**src/rtl/down_counter_timer_if.sv**
```systemverilog
// Load handshake bundle for down_counter_timer.
// The prescale field exists only when DOWNCOUNT_PRESCALE_EN is defined.
interface down_counter_timer_if #(
   parameter int W = 48
`ifdef DOWNCOUNT_PRESCALE_EN
   ,parameter int PRE_W = 8
`endif
);
   logic           load_valid;
   logic           load_ready;
   logic [W-1:0]   load_value;
   logic           auto_reload;
`ifdef DOWNCOUNT_PRESCALE_EN
   logic [PRE_W-1:0] prescale;
`endif

   modport master (
      output load_valid,
      output load_value,
      output auto_reload,
`ifdef DOWNCOUNT_PRESCALE_EN
      output prescale,
`endif
      input  load_ready
   );

   modport slave (
      input  load_valid,
      input  load_value,
      input  auto_reload,
`ifdef DOWNCOUNT_PRESCALE_EN
      input  prescale,
`endif
      output load_ready
   );
endinterface

```
**src/rtl/down_counter_timer.sv**
```systemverilog
// Loadable W-bit down-counting timer, one-shot or auto-reload, with a
// registered one-cycle expire pulse at the terminal count.
// Optional feature macro: DOWNCOUNT_PRESCALE_EN (adds a per-step prescaler).
module down_counter_timer #(
   parameter int W = 48
`ifdef DOWNCOUNT_PRESCALE_EN
   ,parameter int PRE_W = 8
`endif
) (
   input  logic                clk,
   input  logic                reset_n,
   input  logic                en,
   input  logic                abort,
   down_counter_timer_if.slave ld,
   output logic [W-1:0]        count,
   output logic                busy,
   output logic                expire
);

   typedef enum logic {IDLE, RUN} state_t;

   state_t       state, state_nx;
   logic [W-1:0] count_nx;
   logic [W-1:0] reload_reg, reload_nx;
   logic         mode_reg, mode_nx;
   logic         expire_nx;
   logic         step;
`ifdef DOWNCOUNT_PRESCALE_EN
   logic [PRE_W-1:0] pre_cnt, pre_cnt_nx;
   logic [PRE_W-1:0] pre_reg, pre_reg_nx;
`endif

   assign busy          = (state == RUN);
   assign ld.load_ready = (state == IDLE);

   // A count step happens on every enabled cycle, or only when the prescaler has run out.
`ifdef DOWNCOUNT_PRESCALE_EN
   assign step = (pre_cnt == '0);
`else
   assign step = 1'b1;
`endif

   // Register all timer state; reset clears everything and suppresses expire.
   always_ff @(posedge clk or negedge reset_n) begin
      if (!reset_n) begin
         state      <= IDLE;
         count      <= '0;
         reload_reg <= '0;
         mode_reg   <= 1'b0;
         expire     <= 1'b0;
`ifdef DOWNCOUNT_PRESCALE_EN
         pre_cnt    <= '0;
         pre_reg    <= '0;
`endif
      end else begin
         state      <= state_nx;
         count      <= count_nx;
         reload_reg <= reload_nx;
         mode_reg   <= mode_nx;
         expire     <= expire_nx;
`ifdef DOWNCOUNT_PRESCALE_EN
         pre_cnt    <= pre_cnt_nx;
         pre_reg    <= pre_reg_nx;
`endif
      end
   end

   // Next-state logic: load acceptance in IDLE; abort, decrement and terminal handling in RUN.
   always_comb begin
      state_nx   = state;
      count_nx   = count;
      reload_nx  = reload_reg;
      mode_nx    = mode_reg;
      expire_nx  = 1'b0;
`ifdef DOWNCOUNT_PRESCALE_EN
      pre_cnt_nx = pre_cnt;
      pre_reg_nx = pre_reg;
`endif
      unique case (state)
         IDLE: begin
            if (ld.load_valid) begin
               if (ld.load_value == '0) begin
                  // Zero load expires immediately and never enters RUN.
                  expire_nx = 1'b1;
                  count_nx  = '0;
               end else begin
                  count_nx  = ld.load_value;
                  reload_nx = ld.load_value;
                  mode_nx   = ld.auto_reload;
                  state_nx  = RUN;
               end
`ifdef DOWNCOUNT_PRESCALE_EN
               pre_reg_nx = ld.prescale;
               pre_cnt_nx = ld.prescale;
`endif
            end
         end
         RUN: begin
            if (abort) begin
               // Abort wins over decrement and terminal, so no expire here.
               count_nx = '0;
               state_nx = IDLE;
`ifdef DOWNCOUNT_PRESCALE_EN
               pre_cnt_nx = '0;
`endif
            end else if (en) begin
               if (step) begin
`ifdef DOWNCOUNT_PRESCALE_EN
                  pre_cnt_nx = pre_reg;
`endif
                  if (count == W'(1)) begin
                     expire_nx = 1'b1;
                     if (mode_reg) begin
                        count_nx = reload_reg;
                     end else begin
                        count_nx = '0;
                        state_nx = IDLE;
                     end
                  end else if (count != '0) begin
                     count_nx = count - W'(1);
                  end
               end else begin
`ifdef DOWNCOUNT_PRESCALE_EN
                  pre_cnt_nx = pre_cnt - PRE_W'(1);
`endif
               end
            end
         end
         default: state_nx = IDLE;
      endcase
   end

endmodule
```
**src/flat_wrapper.sv**
```systemverilog
// flat-port wrapper written by rule: the top's interface ports become plain ports
module down_counter_timer_flat 
#(
   parameter int W = 48

)
  (clk, reset_n, en, abort, count, busy, expire, ld_load_valid, ld_load_value, ld_auto_reload, ld_load_ready);
  down_counter_timer_if #(.W(W)) ld_i ();
  input  logic clk;
  input  logic reset_n;
  input  logic en;
  input  logic abort;
  output logic [W-1:0] count;
  output logic busy;
  output logic expire;
  input wire logic [$bits(ld_i.load_valid)-1:0] ld_load_valid;
  input wire logic [$bits(ld_i.load_value)-1:0] ld_load_value;
  input wire logic [$bits(ld_i.auto_reload)-1:0] ld_auto_reload;
  output wire logic [$bits(ld_i.load_ready)-1:0] ld_load_ready;
  assign ld_i.load_valid = ld_load_valid;
  assign ld_i.load_value = ld_load_value;
  assign ld_i.auto_reload = ld_auto_reload;
  assign ld_load_ready = ld_i.load_ready;
  down_counter_timer #(.W(W)) u_core (.clk(clk), .reset_n(reset_n), .en(en), .abort(abort), .ld(ld_i), .count(count), .busy(busy), .expire(expire));
endmodule
```
**config.mk**
```make
export PLATFORM = sky130hd
export DESIGN_NAME = down_counter_timer_flat
export DESIGN_NICKNAME = d
export VERILOG_FILES = /design/src/rtl/down_counter_timer_if.sv /design/src/rtl/down_counter_timer.sv /design/src/flat_wrapper.sv
export SDC_FILE = /design/constraint.sdc
export NUM_CORES = 1
export LEC_CHECK = 0
export CELL_PAD_IN_SITES_DETAIL_PLACEMENT = 1
export CELL_PAD_IN_SITES_GLOBAL_PLACEMENT = 1
export CORE_UTILIZATION = 39
export CTS_CLUSTER_SIZE = 8
export DETAILED_ROUTE_END_ITERATION = 8
export PLACE_DENSITY_LB_ADDON = 0.25
export SLEW_MARGIN = 20
export SYNTH_ARGS = -nofsm -noshare
export SYNTH_HDL_FRONTEND = slang
export SYNTH_SLANG_ARGS = --single-unit
```
**constraint.sdc**
```tcl
create_clock -name clk -period 3.2 [get_ports clk]
set_input_delay 0.64 -clock clk [delete_from_list [all_inputs] [get_ports clk]]
set_output_delay 0.64 -clock clk [all_outputs]
set_load 0.1 [all_outputs]
```
# Word-level counts from Yosys, hierarchy flattened
# Index checks and enable logic that the tools add are counted.
dict set report word_totals {
  reg_bits 99
  word_cells 37
  input_bits 54
  out_inout_bits 51
}
dict set report classes {
  reduce_logical 4
  mux 21
  addsub 1
  bitwise_logic 2
  eq_ne 4
}
# op count
set ops {}
lappend ops {{$mux W48} 7}
lappend ops {{$pmux W48 S2} 1}
lappend ops {{$eq A48 B1 Y1 const B} 1}
lappend ops {{$logic_not A48 Y1} 1}
lappend ops {{$reduce_bool A48 Y1} 1}
lappend ops {{$sub A48 B1 Y48 const B} 1}
lappend ops {{$mux W1} 11}
lappend ops {{$reduce_and A3 Y1} 2}
lappend ops {{$ne A4 B4 Y1 const B} 1}
lappend ops {{$pmux W1 S2} 2}
lappend ops {{$ne A3 B3 Y1 const B} 1}
lappend ops {{$ne A2 B2 Y1 const B} 1}
lappend ops {{$not A1 Y1} 2}

# Depth between registers and ports, before layout
dict set report logic_depth {
  ltp_word 6
  mapped_depth 9
  depth_no_buf 8
}

# Worst setup path before layout
# Ideal clock, no wire load.
dict set report synth_timing {
  path_kind {flip-flop to output port}
  start {register u_core.state, in the netlist u_core.busy}
  end {output ld_load_ready}
  required_ns 2.560
  path_buffers 2
  path_stages_with_launch 4
  slack_ns 0.328
  arrival_ns 2.232
  path_cell_list {dfrtp_1 clkbuf_1 clkinv_1 clkbuf_1}
}
dict set report synth_between {
  elab_chain_len 1
}
# element line
set synth_lines {}
lappend synth_lines {{from (decl)} down_counter_timer.sv:22} ;# state_t state, state_nx;
lappend synth_lines {{from (signal assigned)} down_counter_timer.sv:56} ;# state <= state_nx;
lappend synth_lines {{$not A1 Y1 (no source line)} --}
lappend synth_lines {{to (decl)} flat_wrapper.sv:19} ;# output wire logic [$bits(ld_i.load_ready)-1:0] ld_load_ready;
# No other way between the ends.

# Worst setup path after layout
dict set report layout_timing {
  start {register u_core.count[10]}
  end {register u_core.count[38]}
}
dict set report layout_between {
  elab_chain_len 6
  elab_cells_between_ends 10
  classes_between {add/sub: 1; eq/ne: 2; mux: 5; reduce/logical: 2}
}
# element line
set layout_lines {}
lappend layout_lines {{from (decl)} down_counter_timer.sv:15} ;# output logic [W-1:0] count,
lappend layout_lines {{from (signal assigned)} down_counter_timer.sv:57} ;# count <= count_nx;
lappend layout_lines {{$sub A48 B1 Y48} down_counter_timer.sv:120} ;# count_nx = count - W'(1);
lappend layout_lines {{$mux W48} down_counter_timer.sv:119} ;# end else if (count != '0) begin
lappend layout_lines {{$mux W48} down_counter_timer.sv:111} ;# if (count == W'(1)) begin
lappend layout_lines {{$mux W48} down_counter_timer.sv:106} ;# end else if (en) begin
lappend layout_lines {{$mux W48} down_counter_timer.sv:99} ;# if (abort) begin
lappend layout_lines {{$pmux W48 S2} down_counter_timer.sv:79} ;# unique case (state)
# Parallel ways exist; a longest one is shown, timed or not. The select of a mux whose other input is x is not followed.
# A chain may end at the register's enable or synchronous reset.

==> flow_metrics.py <==
metrics = {
    "floorplan": {
        "die-width_microns": 125,
        "ios": 105,
        "die_area_sq_mm": 0.0155,
        "core_sq_mm": 0.0146,
        "initial_core_util": 0.402,
        "fp-row-count": 44,
        "die_h_microns": 125,
    },
    "finish": {
        "syn2layout_area_growth_pct": 26.9,
        "drive_gt1_frac": 0.143,
        "finalNetCount": 892,
        "diodes": 0,
    },
    "routing": {
        "initialDrtViolationCount": 381,
        "drt_pass1_iterations": 4,
        "drtAntennaViolNets": 0,
        "post-route-drc-count": 0,
        "wire_per_inst_microns": 21.5,
        "via_per_inst": 6.04,
        "vias": 6194,
        "wirelength_microns": 22100,
    },
    "clock_network": {
        "cts_made_buffers": 9,
        "clock_path_buffers": 2,
        "cts_root_buf": "clkbuf_16",
        "clk_latency_ps": 350,
        "path_clk_slew_ps": 70,
        "h-tree-depth": 3,
        "cts_tree": "built",
        "cts_hold_buf": 0,
        "cts_resized": 0,
        "postCtsSetupBuffers": 0,
        "clock_sinks": 99,
    },
    "placement": {
        "port_buffers": 104,
        "dp_slack_ps": -10.4,
        "gp_congestion": 0.837,
        "dp_hpwl_microns": 15200,
    },
    "grt": {
        "grt_max_degree": 55,
        "antenna_found_initial": 0,
        "grt_pass1_wl_microns": 36400,
        "first_global_vias": 6674,
        "grtUsageTotal": 0.296,
        "grt.overflow.total": 0,
    },
    "setup_path": {
        "critPathMaxFanout": 8,
        "worstSetupStartpointType": "flop",
        "crit_path_end_kind": "flop",
        "required_ps": 3440,
        "arrival_ps": 3160,
        "worstSetupPathType": "reg -> reg",
    },
    "power": {
        "power_density_mw_per_mm2": 732,
        "p_comb_frac": 0.435,
        "p_sw_frac": 0.482,
        "seq_power_share": 0.351,
        "ir_worst_vdd_v": 0.000413,
        "power_w": 0.00545,
        "p_int_w": 0.00282,
        "switching_power_w": 0.00263,
        "clock_power_share": 0.214,
        "p_leak_nw": 3.38,
    },
    "synthesis": {
        "syn_avg_cell_area_sq_um": 8.01,
        "yosysWarnings": 0,
        "synth_common_cells": "nand2_1, dfrtp_1, a21oi_1",
        "yosysTopAreaCell": "dfrtp_1",
        "async_reset_ff_frac": 1.00,
        "synth_edf_count": 0,
        "yosysSeqAreaShare": 0.422,
        "synthCells": 733,
        "ys_seq_elements": 99,
        "synthTopCellsByArea": "dfrtp_1, nand2_1, a21oi_1",
        "synth.most_common_cell": "nand2_1",
        "synthFlopType": "dfrtp_1",
        "synth_nets": 789,
        "synth_cell_type_count": 49,
        "yosysTopAreaCellShare": 0.422,
        "synth_area_sq_mm": 0.00587,
    },
    "sta": {
        "period_share": 0.912,
        "tightest_slew_ps": 1020,
        "hold_viol": 0,
        "fin_crit_ps": 2920,
        "slew_violations": 0,
        "slew_headroom": 0.322,
        "fin_ws_ps": 283,
        "fin_setup_tns_ps": 0,
        "fin_worst_skew_ps": 7.80,
        "rsz0062_at_grt": "no",
        "max_freq_ghz": 0.343,
        "setup_viol": 0,
    },
    "flow_run": {
        "max_cap_viol_count": 0,
    },
    "run_status": {
        "outcome": "completed",
    },
    "hold_path": {
        "hold_class": "in -> async",
    },
}
-- worst paths after layout --
kind / start / to / slack (ps) / depth (start not counted)
setup / recovery: u_core.count[10]$_DFFE_PN0P_ / u_core.count[38]$_DFFE_PN0P_ / 280 / 6
hold / removal: reset_n / u_core.count[38]$_DFFE_PN0P_ / 360 / 1
setup reg to reg: u_core.count[10]$_DFFE_PN0P_ / u_core.count[38]$_DFFE_PN0P_ / 280 / 6
hold reg to reg: u_core.reload_reg[26]$_DFFE_PN0P_ / u_core.reload_reg[26]$_DFFE_PN0P_ / 460 / 2
max in group asynchronous: reset_n / u_core.reload_reg[1]$_DFFE_PN0P_ / 2060 / 2
min in group clk: u_core.reload_reg[26]$_DFFE_PN0P_ / u_core.reload_reg[26]$_DFFE_PN0P_ / 460 / 2
-- critical path, cell delays in order (launching register included) --
cell     delay, ps
dfrtp_1        450
nor4_4         600
nand4_1        550
nor4_1         620
a22o_1         250
nor2_1          50
o32a_1         280
-- power by group through the flow --
stage                     sequential [W]  combinational, W  clock [W]
after global placement           0.00190           0.00231          0
after global routing             0.00196           0.00251    0.00122
after floorplan                  0.00279          0.000748          0
after CTS                        0.00190           0.00237    0.00118
after detailed placement         0.00192           0.00236          0
final                            0.00191           0.00237    0.00116
-- placed cells by master (no fill, tap or decap), types with 4 or more instances in the layout --
master | Yosys | final
nand2_1 | 179 | 179
dfrtp_1 | 99 | 98
a21oi_1 | 81 | 81
buf_4 | 0 | 81
nor2_1 | 61 | 61
clkdlybuf4s50_1 | 0 | 52
and3_1 | 31 | 31
xor2_1 | 26 | 26
o21ai_0 | 26 | 26
nor4_1 | 26 | 26
a22oi_1 | 18 | 18
nor3_1 | 14 | 14
o21ai_1 | 13 | 13
nand4_1 | 11 | 11
nand3_1 | 9 | 9
clkbuf_16 | 0 | 9
nor2b_1 | 8 | 8
o31ai_1 | 7 | 7
a211oi_1 | 7 | 7
inv_1 | 6 | 6
or3_1 | 5 | 5
nor4_4 | 5 | 5
nand4b_1 | 5 | 5
xnor2_1 | 4 | 4
a31oi_1 | 5 | 4
nor4_2 | 4 | 4
o32a_1 | 4 | 4
buf_12 | 0 | 4
-- cell type report --
type | count | area, sq um
fill | 1739 | 7140
multi-input combinational | 582 | 3200
sequential | 99 | 2480
timing repair buffer | 137 | 1210
clock buffer | 15 | 278
tap | 184 | 230
clock inverter | 1 | 30.0
inverter | 7 | 26.3
-- routing by layer --
layer  track usage  part of all wire  up-vias
li1              -                 -     2795
met1         0.387              0.43     3145
met2         0.500              0.49      208
met3        0.0331             0.045       46
met4         0.118             0.027        0
met5             0                 0        -
-- kinds of logic after synthesis --
family / after synthesis / share of synthesized area
simple gates: 374 / 0.317
compound gates: 175 / 0.175
flops: 99 / 0.422
buf+inv: 52 / 0.0347
xor+xnor: 30 / 0.0448
fa+ha+maj: 2 / 0.00426
mux: 1 / 0.00192
-- metrics by stage --
stage	utilization	cell area, sq um	cells	hold slack [ps]
3_5_place_dp	0.489	7140	1009	455
2_1_floorplan	-	5870	733	344
3_3_place_gp	0.489	7140	1009	451
6_report	0.510	7450	1025	363
5_1_grt	0.510	7450	1025	423
4_1_cts	0.510	7450	1025	395
Note: power is estimated with default switching activity, not from simulation.
